[config.mk]
export PLATFORM = sky130hd
export DESIGN_NAME = knight_sprite_anim
export DESIGN_NICKNAME = d
export VERILOG_FILES = /design/src/rtl/knight_sprite_anim.sv
export SDC_FILE = /design/constraint.sdc
export NUM_CORES = 1
export LEC_CHECK = 0
export ABC_AREA = 1
export BUFFER_PORTS_ARGS = -buffer_cell sky130_fd_sc_hd__buf_2
export CAP_MARGIN = 25
export CELL_PAD_IN_SITES_DETAIL_PLACEMENT = 1
export CELL_PAD_IN_SITES_GLOBAL_PLACEMENT = 1
export CORE_ASPECT_RATIO = 1.1
export CORE_MARGIN = 2
export CORE_UTILIZATION = 31
export DETAILED_ROUTE_END_ITERATION = 16
export GPL_TIMING_DRIVEN = 0
export PLACE_DENSITY = 0.66
export SYNTH_ARGS = -nofsm -noshare
export SYNTH_HDL_FRONTEND = slang
export SYNTH_SLANG_ARGS = --single-unit
[constraint.sdc]
create_clock -name vga_clk -period 8.55 [get_ports vga_clk]
set_input_delay 1.2825 -clock vga_clk [delete_from_list [all_inputs] [get_ports vga_clk]]
set_output_delay 1.2825 -clock vga_clk [all_outputs]
set_load 0.005 [all_outputs]
[src/rtl/knight_sprite_anim.sv]
// Animated, optionally mirrored sprite renderer: 3-stage pixel pipeline
// (address -> ROM -> palette) with frame stepping on vsync boundaries.
module knight_sprite_anim #(
  parameter int SPRITE_W   = 50,
  parameter int SPRITE_H   = 64,
  parameter int FRAMES     = 4,
  parameter int IDX_W      = 3,
  parameter int HOLD       = 6,
  parameter int MODE       = 0,
  parameter int TRANSP_IDX = 0,
  parameter int ADDR_W     = $clog2(FRAMES*SPRITE_W*SPRITE_H),
  localparam int FW        = (FRAMES > 1) ? $clog2(FRAMES) : 1
) (
  input  logic              vga_clk,
  input  logic              reset,
  input  logic [9:0]        DrawX,
  input  logic [9:0]        DrawY,
  input  logic              blank,
  input  logic              frame_start,
  input  logic [9:0]        pos_x,
  input  logic [9:0]        pos_y,
  input  logic              flip_h,
  input  logic              anim_en,
  input  logic              anim_restart,
  output logic [ADDR_W-1:0] rom_address,
  input  logic [IDX_W-1:0]  rom_q,
  output logic [IDX_W-1:0]  pal_index,
  input  logic [3:0]        pal_red,
  input  logic [3:0]        pal_green,
  input  logic [3:0]        pal_blue,
  output logic [3:0]        red,
  output logic [3:0]        green,
  output logic [3:0]        blue,
  output logic              sprite_on,
  output logic [FW-1:0]     frame_idx
);
  localparam int HW       = (HOLD > 1) ? $clog2(HOLD) : 1;
  localparam int FRAME_SZ = SPRITE_W * SPRITE_H;

  logic [9:0]        shx_q, shy_q;
  logic              flip_q;
  logic [HW-1:0]     hold_q, hold_d;
  logic [FW-1:0]     frame_q, frame_d;
  logic              dir_q, dir_d;
  logic              pend_q, pend_d;
  logic [1:0]        hit_q;
  logic [ADDR_W-1:0] addr_q, addr_d;
  logic [3:0]        red_q, green_q, blue_q;
  logic              on_q;

  // 11-bit differences: bit 10 set means the pixel lies left/above the sprite
  logic [10:0] lx, ly, col;
  logic        hit_s1;

  always_comb begin
    lx     = {1'b0, DrawX} - {1'b0, shx_q};
    ly     = {1'b0, DrawY} - {1'b0, shy_q};
    hit_s1 = blank & ~lx[10] & (lx < 11'(SPRITE_W)) & ~ly[10] & (ly < 11'(SPRITE_H));
    col    = flip_q ? 11'(SPRITE_W - 1) - lx : lx;
    addr_d = '0;
    if (hit_s1)
      addr_d = ADDR_W'(frame_q) * ADDR_W'(FRAME_SZ) + ADDR_W'(ly) * ADDR_W'(SPRITE_W)
             + ADDR_W'(col);
  end

  always_comb begin
    hold_d  = hold_q;
    frame_d = frame_q;
    dir_d   = dir_q;
    pend_d  = pend_q | anim_restart;
    if (frame_start) begin
      if (pend_q) begin
        hold_d  = '0;
        frame_d = '0;
        dir_d   = 1'b1;
        pend_d  = anim_restart;
      end else if (anim_en) begin
        if (hold_q != HW'(HOLD - 1)) begin
          hold_d = hold_q + 1'b1;
        end else begin
          hold_d = '0;
          if (FRAMES == 1)
            frame_d = '0;
          else if (MODE == 0)
            frame_d = (frame_q == FW'(FRAMES - 1)) ? '0 : frame_q + 1'b1;
          else if (dir_q) begin
            if (frame_q == FW'(FRAMES - 1)) begin
              dir_d   = 1'b0;
              frame_d = frame_q - 1'b1;
            end else
              frame_d = frame_q + 1'b1;
          end else begin
            if (frame_q == '0) begin
              dir_d   = 1'b1;
              frame_d = frame_q + 1'b1;
            end else
              frame_d = frame_q - 1'b1;
          end
        end
      end
    end
  end

  always_ff @(posedge vga_clk) begin
    if (reset) begin
      shx_q   <= '0;
      shy_q   <= '0;
      flip_q  <= 1'b0;
      hold_q  <= '0;
      frame_q <= '0;
      dir_q   <= 1'b1;
      pend_q  <= 1'b0;
      hit_q   <= '0;
      addr_q  <= '0;
      red_q   <= '0;
      green_q <= '0;
      blue_q  <= '0;
      on_q    <= 1'b0;
    end else begin
      if (frame_start) begin
        shx_q  <= pos_x;
        shy_q  <= pos_y;
        flip_q <= flip_h;
      end
      hold_q  <= hold_d;
      frame_q <= frame_d;
      dir_q   <= dir_d;
      pend_q  <= pend_d;
      hit_q   <= {hit_q[0], hit_s1};
      addr_q  <= addr_d;
      if (hit_q[1] && rom_q != IDX_W'(TRANSP_IDX)) begin
        red_q   <= pal_red;
        green_q <= pal_green;
        blue_q  <= pal_blue;
        on_q    <= 1'b1;
      end else begin
        red_q   <= '0;
        green_q <= '0;
        blue_q  <= '0;
        on_q    <= 1'b0;
      end
    end
  end

  assign rom_address = addr_q;
  assign pal_index   = rom_q;
  assign red         = red_q;
  assign green       = green_q;
  assign blue        = blue_q;
  assign sprite_on   = on_q;
  assign frame_idx   = frame_q;
endmodule

---- Yosys cells after proc, flatten, opt, wreduce, memory -nomap -nowiden ----
Index checks and enable logic that the tools add are counted.
storage, ports and cells
  input port bits ......................... 62
  word-level logic and storage cells ...... 53
  output and inout bits ................... 32
  flip-flop bits (word level) ............. 56
operators by class
  multiply operators ...................... 2
  order comparisons ....................... 2
  equality and inequality tests ........... 3
  muxes and demuxes ....................... 11
  add/sub/neg operators ................... 7
  reduce and logical (&&, ||, !) cells .... 7
  bitwise gates (word level) .............. 9
operator list
  cell                   count
  $sub 10x10->11         2
  $add 14x11->14         1
  $add 14x14->14         1
  $mul 11x5->13 const B  1
  $lt 11x6->1 const B    1
  $lt 11x7->1 const B    1
  $mux 11                1
  $sub 6x11->11 const A  1
  $mux 3                 3
  $mux 2                 4
  $mul 2x5->7 const B    1
  $and 1x1->1            4
  $not 1->1              4
  $reduce_or 2->1        2
  $add 3x1->3 const B    1
  $mux 1                 3
  $ne 3x3->1 const B     1
  $reduce_and 3->1       1
  $reduce_bool 3->1      1
  $add 2x1->2 const B    1
  $eq 2x2->1 const B     1
  $ne 2x2->1 const B     1
  $reduce_and 2->1       1
  $reduce_bool 2->1      1
  2 further kinds        2

---- Longest topological paths before layout ----
  depth after elaboration ................. 8
  depth in mapped cells ................... 32
  gate-level depth less buffers ........... 32

---- Worst setup path before layout ----
No wires, ideal clock.
  path type ............................... input to register
  from .................................... in DrawY[0]
  to ...................................... reg addr_q[11], in the netlist rom_address[11]
  slack ................................... 2.728 ns
  library setup time ...................... 0.120 ns
  path buffers ............................ 0
  required time ........................... 8.430 ns
  stages .................................. 24
  arrival ................................. 5.702 ns
  cell sequence ........................... inv_1 > ha_1 > fa_1 > inv_1 > nand3_1 > nand2_1 > xor2_1 > ha_1 > ha_1 > inv_1 > fa_1 > inv_1 > ha_1 > xnor2_1 > fa_1 > inv_1 > ha_1 > nand2_1 > nor2_1 > a211oi_1 > o21ai_0 > a21oi_1 > xor2_1 > nor2_4
on the way
  word-level cells in the longest chain between the ends .. 6
  elaborated cells on any way between the ends .. 10
  those cells by class .................... add/sub (3); mul (1); order compare (1); bitwise (4); reduce/logical (1)
RTL lines
  element                                                                 RTL line  source
  start, declared                                                         17        input logic [9:0] DrawY,
  $sub 10x10->11 (*)                                                      57        ly = {1'b0, DrawY} - {1'b0, shy_q};
  parallel branches: the longest is 5 deep, another holds $add 14x14->14  --
  end signal, assigned                                                    130       addr_q <= addr_d;
  end, declared                                                           47        logic [ADDR_W-1:0] addr_q, addr_d;
Mark *: on every way between the ends.
A chain may end at the register's enable or synchronous reset.

---- Worst setup path in the final report ----
  from .................................... in DrawY[0]
  to ...................................... reg addr_q[13], in the netlist rom_address[13]
Same word-level chain as after synthesis.

==> summary.txt <==
STATUS
----------------------------------------------------------------------------------------------------
Result of the run                                                                       finished clean

CTS
----------------------------------------------------------------------------------------------------
Number of H-tree levels                                                                            2
TritonCTS clock tree                                                                            done
Inserted Clock Buffers                                                                             5
Post-CTS repair timing setup buffer count                                                          0
Number of sinks handled by clock tree synthesis                                                   56
Number of gates resized after CTS                                                                  0
CTS max path bufs                                                                                  2
Cell at the root of the clock tree                                                         clkbuf_16
Number of hold buffers added after CTS                                                             0
Clock-pin slew reported for the worst setup and hold paths after clock tree synthesis          70 ps
Worst-skew pair later-pin latency                                                             300 ps

ROUTING
----------------------------------------------------------------------------------------------------
First-pass DRT Iterations                                                                          4
Via density                                                                                     4.60
DRC marker count from the first detailed-route iteration                                         111
Number of nets with antenna violations after routing                                               0
DRC violations left                                                                                0
Vias after detailed routing                                                                    4,230
Total Wirelength                                                                             12.3 mm
Average wire length per cell after detail routing                                            13.4 um

LOGIC SYNTHESIS
----------------------------------------------------------------------------------------------------
Most common library cells after synthesis                                               inv_1 (126), nand2_1 (103), ha_1 (72), dfxtp_1 (56), nor2_1 (48)
Netlist cell types                                                                                34
Register area share after synthesis                                                            24.1%
Proportion of synthesized flip-flops having asynchronous set or reset                             0%
#FFs+latches synth                                                                                56
Yosys warning count                                                                                0
Net count of the mapped netlist                                                                  773
Area share of the largest cell type after synthesis                                            24.1%
Mean instance size in the synthesized netlist                                              7.40 um^2
Number of cells produced by synthesis                                                            628
Number of enable flip-flop cells after synthesis                                                   0
Synth top area cells                                                                    dfxtp_1 (24%), ha_1 (19%), inv_1 (10%), nand2_1 (8.3%), a21oi_1 (5.0%)
Netlist area before placement                                                           0.00465 mm^2
Most frequently used flop master after synthesis                                             dfxtp_1
Cell taking the most area after synthesis                                                    dfxtp_1
Cell with the most instances after synthesis                                                   inv_1

PLACEMENT
----------------------------------------------------------------------------------------------------
Quantity of I/O buffers inserted on ports                                                         93
Cell area after placement                                                               0.00535 mm^2
Routability-driven placement congestion ratio                                                  0.824
Detailed-placement wirelength estimate                                                       10.8 mm

SETUP PATH
----------------------------------------------------------------------------------------------------
Req. time, crit path                                                                         8750 ps
Crit-path max FO                                                                                   4
Most frequent cell on the critical path                                                         ha_1
Path type of the worst setup path                                                          in -> reg
Delay contributed by the slowest stage of the critical path                                   490 ps
Critical-path cell with the highest stage delay                                                 fa_1
CP Capture Type                                                                                 flop
Cell count of the worst reg-to-reg path                                                           27
Critical path startpoint category                                                       primary input
Data arrival time of the critical path                                                       6340 ps

GLOBAL ROUTING
----------------------------------------------------------------------------------------------------
Maximum number of pins on one net before global-route repair                                      17
First-pass GRT wire length                                                                   21.0 mm
Global-route congestion overflow total                                                             0
Antenna violations before repair                                                                   0
Overall routing resource usage                                                                 16.2%
Vias in the first global route                                                                 4,490

POWER AND IR DROP
----------------------------------------------------------------------------------------------------
Post-layout power                                                                            2.21 mW
Peak supply drop                                                                          0.000241 V
Power Dens Cells                                                                         402 mW/mm^2
Standby leakage power                                                                        2.94 nW

STA
----------------------------------------------------------------------------------------------------
Post-Route Setup TNS                                                                            0 ps
Final hold violations                                                                              0
Worst relative slew slack                                                                      65.5%
Tmin final                                                                                   6140 ps
Final setup skew                                                                             5.57 ps
Unrepaired setup endpoints after global routing                                                   no
Min Hold Slack                                                                                422 ps
Setup-failing EPs final                                                                            0
Transition time at the pin with the least slew margin                                         518 ps
Number of pins with negative max-slew slack in the final report                                    0
Fin crit share                                                                                 71.8%
Maximum achievable frequency                                                                 163 MHz

LAYOUT
----------------------------------------------------------------------------------------------------
Post-route standard cell area excluding fillers                                         0.00549 mm^2
Proportion of layout cells with a drive suffix above 1                                         17.9%
Number of nets at the end of the flow                                                            873
Area growth from synthesis to layout                                                           18.1%
Number of diodes                                                                                   0

FLOORPLAN
----------------------------------------------------------------------------------------------------
Height of the die                                                                             132 um
Top-level port count                                                                              94
Die width                                                                                     121 um
Die area                                                                                 0.0160 mm^2
Core ar.                                                                                 0.0146 mm^2
Initial cell density of the core                                                               31.9%
Standard-cell rows                                                                                46

HOLD PATH
----------------------------------------------------------------------------------------------------
Min-Delay Path Class                                                                      reg -> reg
Worst Hold Path Cells                                                                              2

JOB
----------------------------------------------------------------------------------------------------
MaxCap Viol Count                                                                                  0

worst paths after layout:
check / from / slack, ps / end
setup / recovery: DrawY[0] / 2410 / rom_address[13]$_SDFF_PP0_
hold / removal: hit_q[0]$_SDFF_PP0_ / 420 / hit_q[1]$_SDFF_PP0_
hold reg to reg: hit_q[0]$_SDFF_PP0_ / 420 / hit_q[1]$_SDFF_PP0_
setup reg to reg: shy_q[0]$_SDFFE_PP0P_ / 3190 / rom_address[13]$_SDFF_PP0_
metrics by stage:
step,std cells,setup slack [ps],utilization [%]
floorplan,628,2730,-
global placement,913,2100,36.8
detailed placement,913,2030,36.8
CTS,920,2340,37.7
global route,920,1910,37.7
finish,920,2410,37.7
critical path: cells and delay by family:
family	cells	cell delay, ps
adders and majority gates	8	2540
AOI/OAI and AO/OA	6	1090
and+or+nand+nor	7	620
xor gates and xnor gates	2	460
buffers and inverters	6	330
cell families (layout without fill, tap and decap cells):
| group | after synthesis | in the layout | share of synthesized area [%] |
|---|---|---|---|
| and+or+nand+nor | 219 | 219 | 21.9 |
| AOI/OAI and AO/OA | 93 | 93 | 10.6 |
| adders and majority gates | 83 | 83 | 24.1 |
| DFF | 56 | 56 | 24.1 |
| xor gates and xnor gates | 35 | 35 | 7.16 |
| buffers and inverters | 142 | 242 | 12.1 |
sequential cells by signal (all words and copies together) (netlist names):
register / count
rom_address: 14
shx_q: 10
shy_q: 10
blue: 4
green: 4
red: 4
hold_q: 3
frame_idx: 2
hit_q: 2
flip_q: 1
pend_q: 1
sprite_on: 1
cell type report:
class / count / area (um^2)
repair buffers: 93 / 465
plain buffers: 12 / 72.6
flip-flops and latches: 56 / 1120
clock inverters: 1 / 8.76
well taps: 192 / 240
multi-input cells: 430 / 2970
clock buffers: 6 / 129
inverters: 130 / 488
fillers: 1879 / 9070
cells in the final DEF (no fill, tap or decap), types with 2 or more instances in the layout:
cell type    n
xor2_1      17
inv_2        4
fa_1        11
nor2_2       2
a211oi_1     3
nor3_1       6
ha_1        72
clkbuf_16    5
nand4_1     10
dfxtp_1     56
a21oi_1     46
o21ai_0     33
inv_1      126
o21bai_1     2
nand2_2      5
nor2_1      48
a21o_1       3
nand3_1     27
clkbuf_1     9
nor2_4      12
a31oi_1      4
buf_4        3
buf_2       93
xnor2_1     16
nand2_1    103
routing by layer:
| layer | global-route usage (%) | vias up | share of wire, % |
|---|---|---|---|
| met5 | 0 | - | 0 |
| met4 | 4.07 | 0 | 1.7 |
| met3 | 2.41 | 14 | 2.3 |
| met2 | 30.0 | 56 | 52 |
| met1 | 19.3 | 1985 | 44 |
| li1 | - | 2175 | - |
report_power, final:
group	total (mW)	internal (mW)	switching [mW]	leakage, nW
combinational	1.73	0.667	1.06	2.42
sequential	0.273	0.269	0.00377	0.457
clock	0.207	0.109	0.0980	0.0673
total	2.21	1.04	1.16	2.94
No activity file was read; power rests on OpenSTA's default activity.
